===== src/rtl/bm_rd_ctrl_pkg.sv =====
// bm_rd_ctrl_pkg: shared bias-memory geometry and read-controller FSM encoding
package bm_rd_ctrl_pkg;
  localparam int BM_DATA_WIDTH = 16;
  localparam int BM_DEPTH      = 64;
  localparam int BM_NUM_PIPE   = 1;
  localparam int BM_AW         = $clog2(BM_DEPTH);
  typedef enum logic [1:0] {ST_IDLE, ST_ISSUE, ST_DRAIN, ST_DONE} bm_rd_state_e;
endpackage


===== src/rtl/bm_rd_fifo.sv =====
// bm_rd_fifo: synchronous first-word-fall-through FIFO with occupancy count
module bm_rd_fifo #(
  parameter int WIDTH = 17,
  parameter int DEPTH = 8,
  localparam int PW = $clog2(DEPTH),
  localparam int CW = PW + 1
) (
  input  logic             clk,
  input  logic             rst_n,
  input  logic             push,
  input  logic [WIDTH-1:0] din,
  input  logic             pop,
  output logic [WIDTH-1:0] dout,
  output logic [CW-1:0]    count,
  output logic             empty
);
  logic [WIDTH-1:0] mem [DEPTH];
  logic [PW-1:0] wr_ptr, rd_ptr;
  assign dout  = mem[rd_ptr];
  assign empty = count == '0;
  // storage and pointers; head is cleared on reset so the output reads zero
  always_ff @(posedge clk or negedge rst_n) begin
    if (!rst_n) begin
      for (int i = 0; i < DEPTH; i++) mem[i] <= '0;
      wr_ptr <= '0;
      rd_ptr <= '0;
      count  <= '0;
    end else begin
      if (push) begin
        mem[wr_ptr] <= din;
        wr_ptr      <= wr_ptr + PW'(1);
      end
      if (pop) rd_ptr <= rd_ptr + PW'(1);
      count <= count + CW'(push) - CW'(pop);
    end
  end
endmodule


===== src/rtl/bm_rd_ctrl.sv =====
// bm_rd_ctrl: bias-memory burst read controller with latency-hiding output FIFO
module bm_rd_ctrl
  import bm_rd_ctrl_pkg::*;
#(
  parameter int DATA_WIDTH = BM_DATA_WIDTH,
  parameter int DEPTH      = BM_DEPTH,
  parameter int RD_LAT     = BM_NUM_PIPE + 1,
  parameter int FIFO_DEPTH = 8,
  localparam int AW = $clog2(DEPTH),
  localparam int CW = $clog2(FIFO_DEPTH) + 1
) (
  input  logic                  clk,
  input  logic                  rst_n,
  input  logic                  req_valid,
  output logic                  req_ready,
  input  logic [AW-1:0]         req_addr,
  input  logic [AW:0]           req_len,
  output logic                  bm_rd_en,
  output logic [AW-1:0]         bm_rd_addr,
  input  logic [DATA_WIDTH-1:0] bm_dout,
  output logic                  m_valid,
  input  logic                  m_ready,
  output logic [DATA_WIDTH-1:0] m_data,
  output logic                  m_last,
  output logic                  done
);
  bm_rd_state_e state_q, state_d;
  logic [AW-1:0] addr_q;
  logic [AW:0] rem_q;
  logic [CW-1:0] inflight, fifo_count;
  logic [RD_LAT-1:0] sr_vld, sr_lst;
  logic fifo_empty, pop, issue_last, credit_ok;
  assign req_ready  = state_q == ST_IDLE;
  assign done       = state_q == ST_DONE;
  assign bm_rd_addr = addr_q;
  assign m_valid    = !fifo_empty;
  assign pop        = m_valid && m_ready;
  assign issue_last = rem_q == (AW+1)'(1);
  assign credit_ok  = (inflight + fifo_count) < CW'(FIFO_DEPTH);
  // state register
  always_ff @(posedge clk or negedge rst_n) begin
    if (!rst_n) state_q <= ST_IDLE;
    else state_q <= state_d;
  end
  // next state and read issue: reads are only issued while a FIFO slot is reserved for them
  always_comb begin
    state_d  = state_q;
    bm_rd_en = 1'b0;
    case (state_q)
      ST_IDLE:  if (req_valid) state_d = (req_len == '0) ? ST_DONE : ST_ISSUE;
      ST_ISSUE: begin
        bm_rd_en = (rem_q != '0) && credit_ok;
        if (bm_rd_en && issue_last) state_d = ST_DRAIN;
      end
      ST_DRAIN: if (pop && m_last) state_d = ST_DONE;
      default:  state_d = ST_IDLE;
    endcase
  end
  // address/remaining counters, in-flight count and read-latency valid/last delay line
  always_ff @(posedge clk or negedge rst_n) begin
    if (!rst_n) begin
      addr_q   <= '0;
      rem_q    <= '0;
      inflight <= '0;
      sr_vld   <= '0;
      sr_lst   <= '0;
    end else begin
      if (req_valid && req_ready) begin
        addr_q <= req_addr;
        rem_q  <= req_len;
      end else if (bm_rd_en) begin
        addr_q <= (addr_q == AW'(DEPTH - 1)) ? '0 : addr_q + AW'(1);
        rem_q  <= rem_q - (AW+1)'(1);
      end
      inflight <= inflight + CW'(bm_rd_en) - CW'(sr_vld[RD_LAT-1]);
      sr_vld   <= RD_LAT'({sr_vld, bm_rd_en});
      sr_lst   <= RD_LAT'({sr_lst, bm_rd_en && issue_last});
    end
  end
  bm_rd_fifo #(.WIDTH(DATA_WIDTH + 1), .DEPTH(FIFO_DEPTH)) u_fifo (
    .clk   (clk),
    .rst_n (rst_n),
    .push  (sr_vld[RD_LAT-1]),
    .din   ({sr_lst[RD_LAT-1], bm_dout}),
    .pop   (pop),
    .dout  ({m_last, m_data}),
    .count (fifo_count),
    .empty (fifo_empty)
  );
endmodule

===== config.mk =====
export PLATFORM = sky130hd
export DESIGN_NAME = bm_rd_ctrl
export DESIGN_NICKNAME = d
export VERILOG_FILES = /design/src/rtl/bm_rd_ctrl_pkg.sv /design/src/rtl/bm_rd_fifo.sv /design/src/rtl/bm_rd_ctrl.sv
export SDC_FILE = /design/constraint.sdc
export NUM_CORES = 1
export LEC_CHECK = 0
export ABC_AREA = 0
export BUFFER_PORTS_ARGS = -buffer_cell sky130_fd_sc_hd__buf_2
export CAP_MARGIN = 20
export CORE_MARGIN = 4
export CORE_UTILIZATION = 65
export CTS_BUF_LIST = sky130_fd_sc_hd__clkbuf_8 sky130_fd_sc_hd__clkbuf_16
export DETAILED_ROUTE_END_ITERATION = 6
export PLACE_DENSITY_LB_ADDON = 0.25
export SETUP_SLACK_MARGIN = 0.5
export SLEW_MARGIN = 15
export SYNTH_ARGS = -nofsm -noshare
export SYNTH_HDL_FRONTEND = slang
export SYNTH_SLANG_ARGS = --single-unit
export TNS_END_PERCENT = 50

===== constraint.sdc =====
create_clock -name clk -period 6.55 [get_ports clk]
set_input_delay 0.9825 -clock clk [delete_from_list [all_inputs] [get_ports clk]]
set_output_delay 0.9825 -clock clk [all_outputs]
set_load 0.02 [all_outputs]

==> flow_summary.json <==
{
  "synthSimpleGateAreaFrac": 0.0443,
  "cts_tree": "done",
  "drt_iter0_drc": 321,
  "hold_path_depth": 0,
  "power.density_nw_per_um2": 551,
  "grt_antenna_before_repair": 0,
  "grt_start_max_net_pins": 91,
  "p_sw_frac": 0.339,
  "clk_latency_ns": 0.42,
  "grt.total_usage": 0.257,
  "clk_pin_slew_worst_paths_ns": 0.06,
  "tightestPinTransition_ns": 1.14,
  "cts_setup_buffers": 0,
  "cts_buffer_depth": 2,
  "wire_per_inst_um": 21.9,
  "fin_worst_hold_slack_ns": 0.347,
  "yosys_warnings": 0,
  "finClkSkew_ns": 0.00955,
  "wl_mm": 16.9,
  "synthCells": 550,
  "syn_nets": 605,
  "max_slew_margin": 0.240,
  "grt_pass1_wl_mm": 28.0,
  "grt_pass1_vias": 5340,
  "cp-end-kind": "output port",
  "synth-seq-cells": 169,
  "dp_hpwl_mm": 10.6,
  "report.final.slew_viol_count": 0,
  "synth-xor-area-share": 0.0142,
  "dieArea_um2": 14100,
  "synth_fa_ha_area_frac": 0.0363,
  "hp-class": "reg2reg",
  "path_class": "reg2out",
  "rows": 40,
  "tns_ns": 0,
  "ctsResizeCount": 0,
  "vias": 4892,
  "ys_types": 51,
  "fp.dieH_um": 119,
  "synth_edf_count": 0,
  "io_pins": 60,
  "pwr-share-clk": 0.216,
  "fin_crit_ns": 3.54,
  "rsz0062_at_grt": "no",
  "period_share": 0.540,
  "dr.pass1.iters": 4,
  "critical_path_required_ns": 5.57,
  "synth_top_family_by_area": "multiplexers",
  "path_cells": "buf_4 -> mux4_2 -> mux2_2 -> buf_2",
  "diodes": 0,
  "nets": 668,
  "vdd_drop_max_v": 0.000335,
  "leakagePower_nw": 4.03,
  "p_int_mw": 3.31,
  "holdBufCountCts": 0,
  "start_kind": "flop",
  "initial_utilization": 0.666,
  "vias_per_cell": 6.33,
  "drive_gt1_frac": 0.479,
  "synthMuxAreaShare": 0.319,
  "cp_max_fo": 25,
  "postSynthAreaPerCell_um2": 14.5,
  "crit_path_top_delay_cell": "dfrtp_2",
  "ys.flop_type": "dfrtp_1",
  "gp_congestion": 0.804,
  "cap_viol_max_count": 0,
  "h-tree-depth": 4,
  "synth-seq-area-share": 0.529,
  "cts-root-buf": "clkbuf_16",
  "worst-r2r-cell-count": 9,
  "synth_compound_area_frac": 0.0316,
  "drc": 0,
  "slowest_delay_ns": 0.57,
  "arrival_ns": 2.55,
  "status": "complete, no violations",
  "syn2layout_area_growth_pct": 13.6,
  "clock_sinks": 169,
  "max_freq_ghz": 0.283,
  "async_flop_share": 1.00,
  "die_w_um": 119,
  "grt_remaining_overflow": 0,
  "io_buffers": 59,
  "antenna_left": 0,
  "finalHoldViolations": 0,
  "switching_power_mw": 1.70,
  "seqPwrFrac": 0.390,
  "cts_buffers": 17,
  "setup_violations": 0,
  "core_region_area_um2": 12000,
  "syn_area_um2": 8000,
  "power_frac_comb": 0.394
}
## synthesized netlist by cell type, drive strengths merged (2+ instances only)
cell	count	share of area
nand4b	3	0.0033
mux2	155	0.22
nand3	5	0.0031
dfrtp	169	0.53
clkbuf	10	0.0047
a211oi	3	0.0028
nand2b	2	0.0016
nor2	15	0.0070
xnor2	10	0.011
a21o	4	0.0039
inv	23	0.011
nor4	2	0.0016
buf	16	0.011
a31oi	6	0.0047
o21ai	9	0.0056
ha	20	0.031
or3	3	0.0023
a21oi	7	0.0048
fa	2	0.0050
nand2	19	0.0089
a211o	2	0.0023
nor3	3	0.0031
mux2i	6	0.0075
xor2	3	0.0033
nor3b	3	0.0041
mux4	33	0.093
nand4	4	0.0031
## power by group through the flow
| stage | logic, mW | clock network, mW | registers, mW |
|---|---|---|---|
| after floorplan | 1.61 | 0 | 1.76 |
| after global placement | 1.87 | 0 | 1.90 |
| after detailed placement | 1.97 | 0 | 1.94 |
| after CTS | 2.00 | 1.09 | 1.94 |
| after global routing | 2.16 | 1.14 | 2.01 |
| final | 1.97 | 1.08 | 1.95 |
## state kept, by name, summed over array words and instances (netlist names)
register / flops
u_fifo.wr_ptr: 3
inflight: 4
bm_rd_addr: 6
rem_q: 7
sr_vld: 2
u_fifo.mem: 136
u_fifo.count: 4
u_fifo.rd_ptr: 3
sr_lst: 2
state_q: 2
## worst max-delay path, delay by kind of cell (launching register included)
kind / cells / cell delay [ns]
buffers and inverters: 2 / 0.67
flip-flops: 1 / 0.57
multiplexers: 2 / 0.86
## routing by layer
layer,track usage,wire length (um)
met1,0.340,7280
met4,0.0739,201
met2,0.430,8830
met5,0,0
met3,0.0589,622
## per-stage QoR
| stage | instances | area (um2) | setup slack, ns | power, mW | util |
|---|---|---|---|---|---|
| CTS | 773 | 9090 | 2.95 | 5.03 | 0.757 |
| floorplan | 550 | 8000 | 3.77 | 3.38 | - |
| finish | 773 | 9090 | 3.01 | 5.01 | 0.757 |
| global route | 773 | 9090 | 2.83 | 5.31 | 0.757 |
| detailed placement | 741 | 8440 | 3.43 | 3.91 | 0.703 |
| global placement | 741 | 8440 | 3.47 | 3.77 | 0.703 |
## cells by family after synthesis
| logic type | Yosys count |
|---|---|
| AO/OA/AOI/OAI | 38 |
| AND/OR/NAND/NOR | 65 |
| multiplexers | 194 |
| adder cells (fa/ha/maj) | 22 |
| buffers and inverters | 49 |
| flip-flops | 169 |
| XOR/XNOR | 13 |
## worst paths after layout
check / from / to / slack [ns]
max: u_fifo.rd_ptr[0] / m_data[3] / 3.01
max reg2reg: inflight[2] / inflight[2] / 3.81
min: sr_vld[0] / sr_vld[1] / 0.35
max in group asynchronous: rst_n / u_fifo.mem[79] / 4.46
min in group asynchronous: rst_n / u_fifo.mem[120] / 0.61
min reg2reg: sr_vld[0] / sr_vld[1] / 0.35
## layout by cell type, fill, tap and decap left out, types with 4 or more instances in the layout
cell type  netlist  routed
a31oi_1          6       6
o21ai_0          8       8
inv_1           22      23
clkbuf_16        0      17
mux4_2          33      33
nand3_1          5       5
a21oi_1          6       6
mux2i_1          6       6
buf_2           12      58
nor2_1          15      15
nand4_1          4       4
dfrtp_1        169     168
xnor2_1         10      10
ha_1            20      20
buf_4            1      11
nand2_1         19      19
mux2_2         154     154
clkinv_2         0       5
bufinv_16        0       5
## final cells by class
cell class	count	area [um2]
sequential	169	4230
multi-input combinational	332	3560
fill	761	2920
clock buffer	18	439
timing repair buffer	70	384
clock inverter	14	204
tap	147	184
inverter	23	86.3
Note: power is estimated with default switching activity, not from simulation.
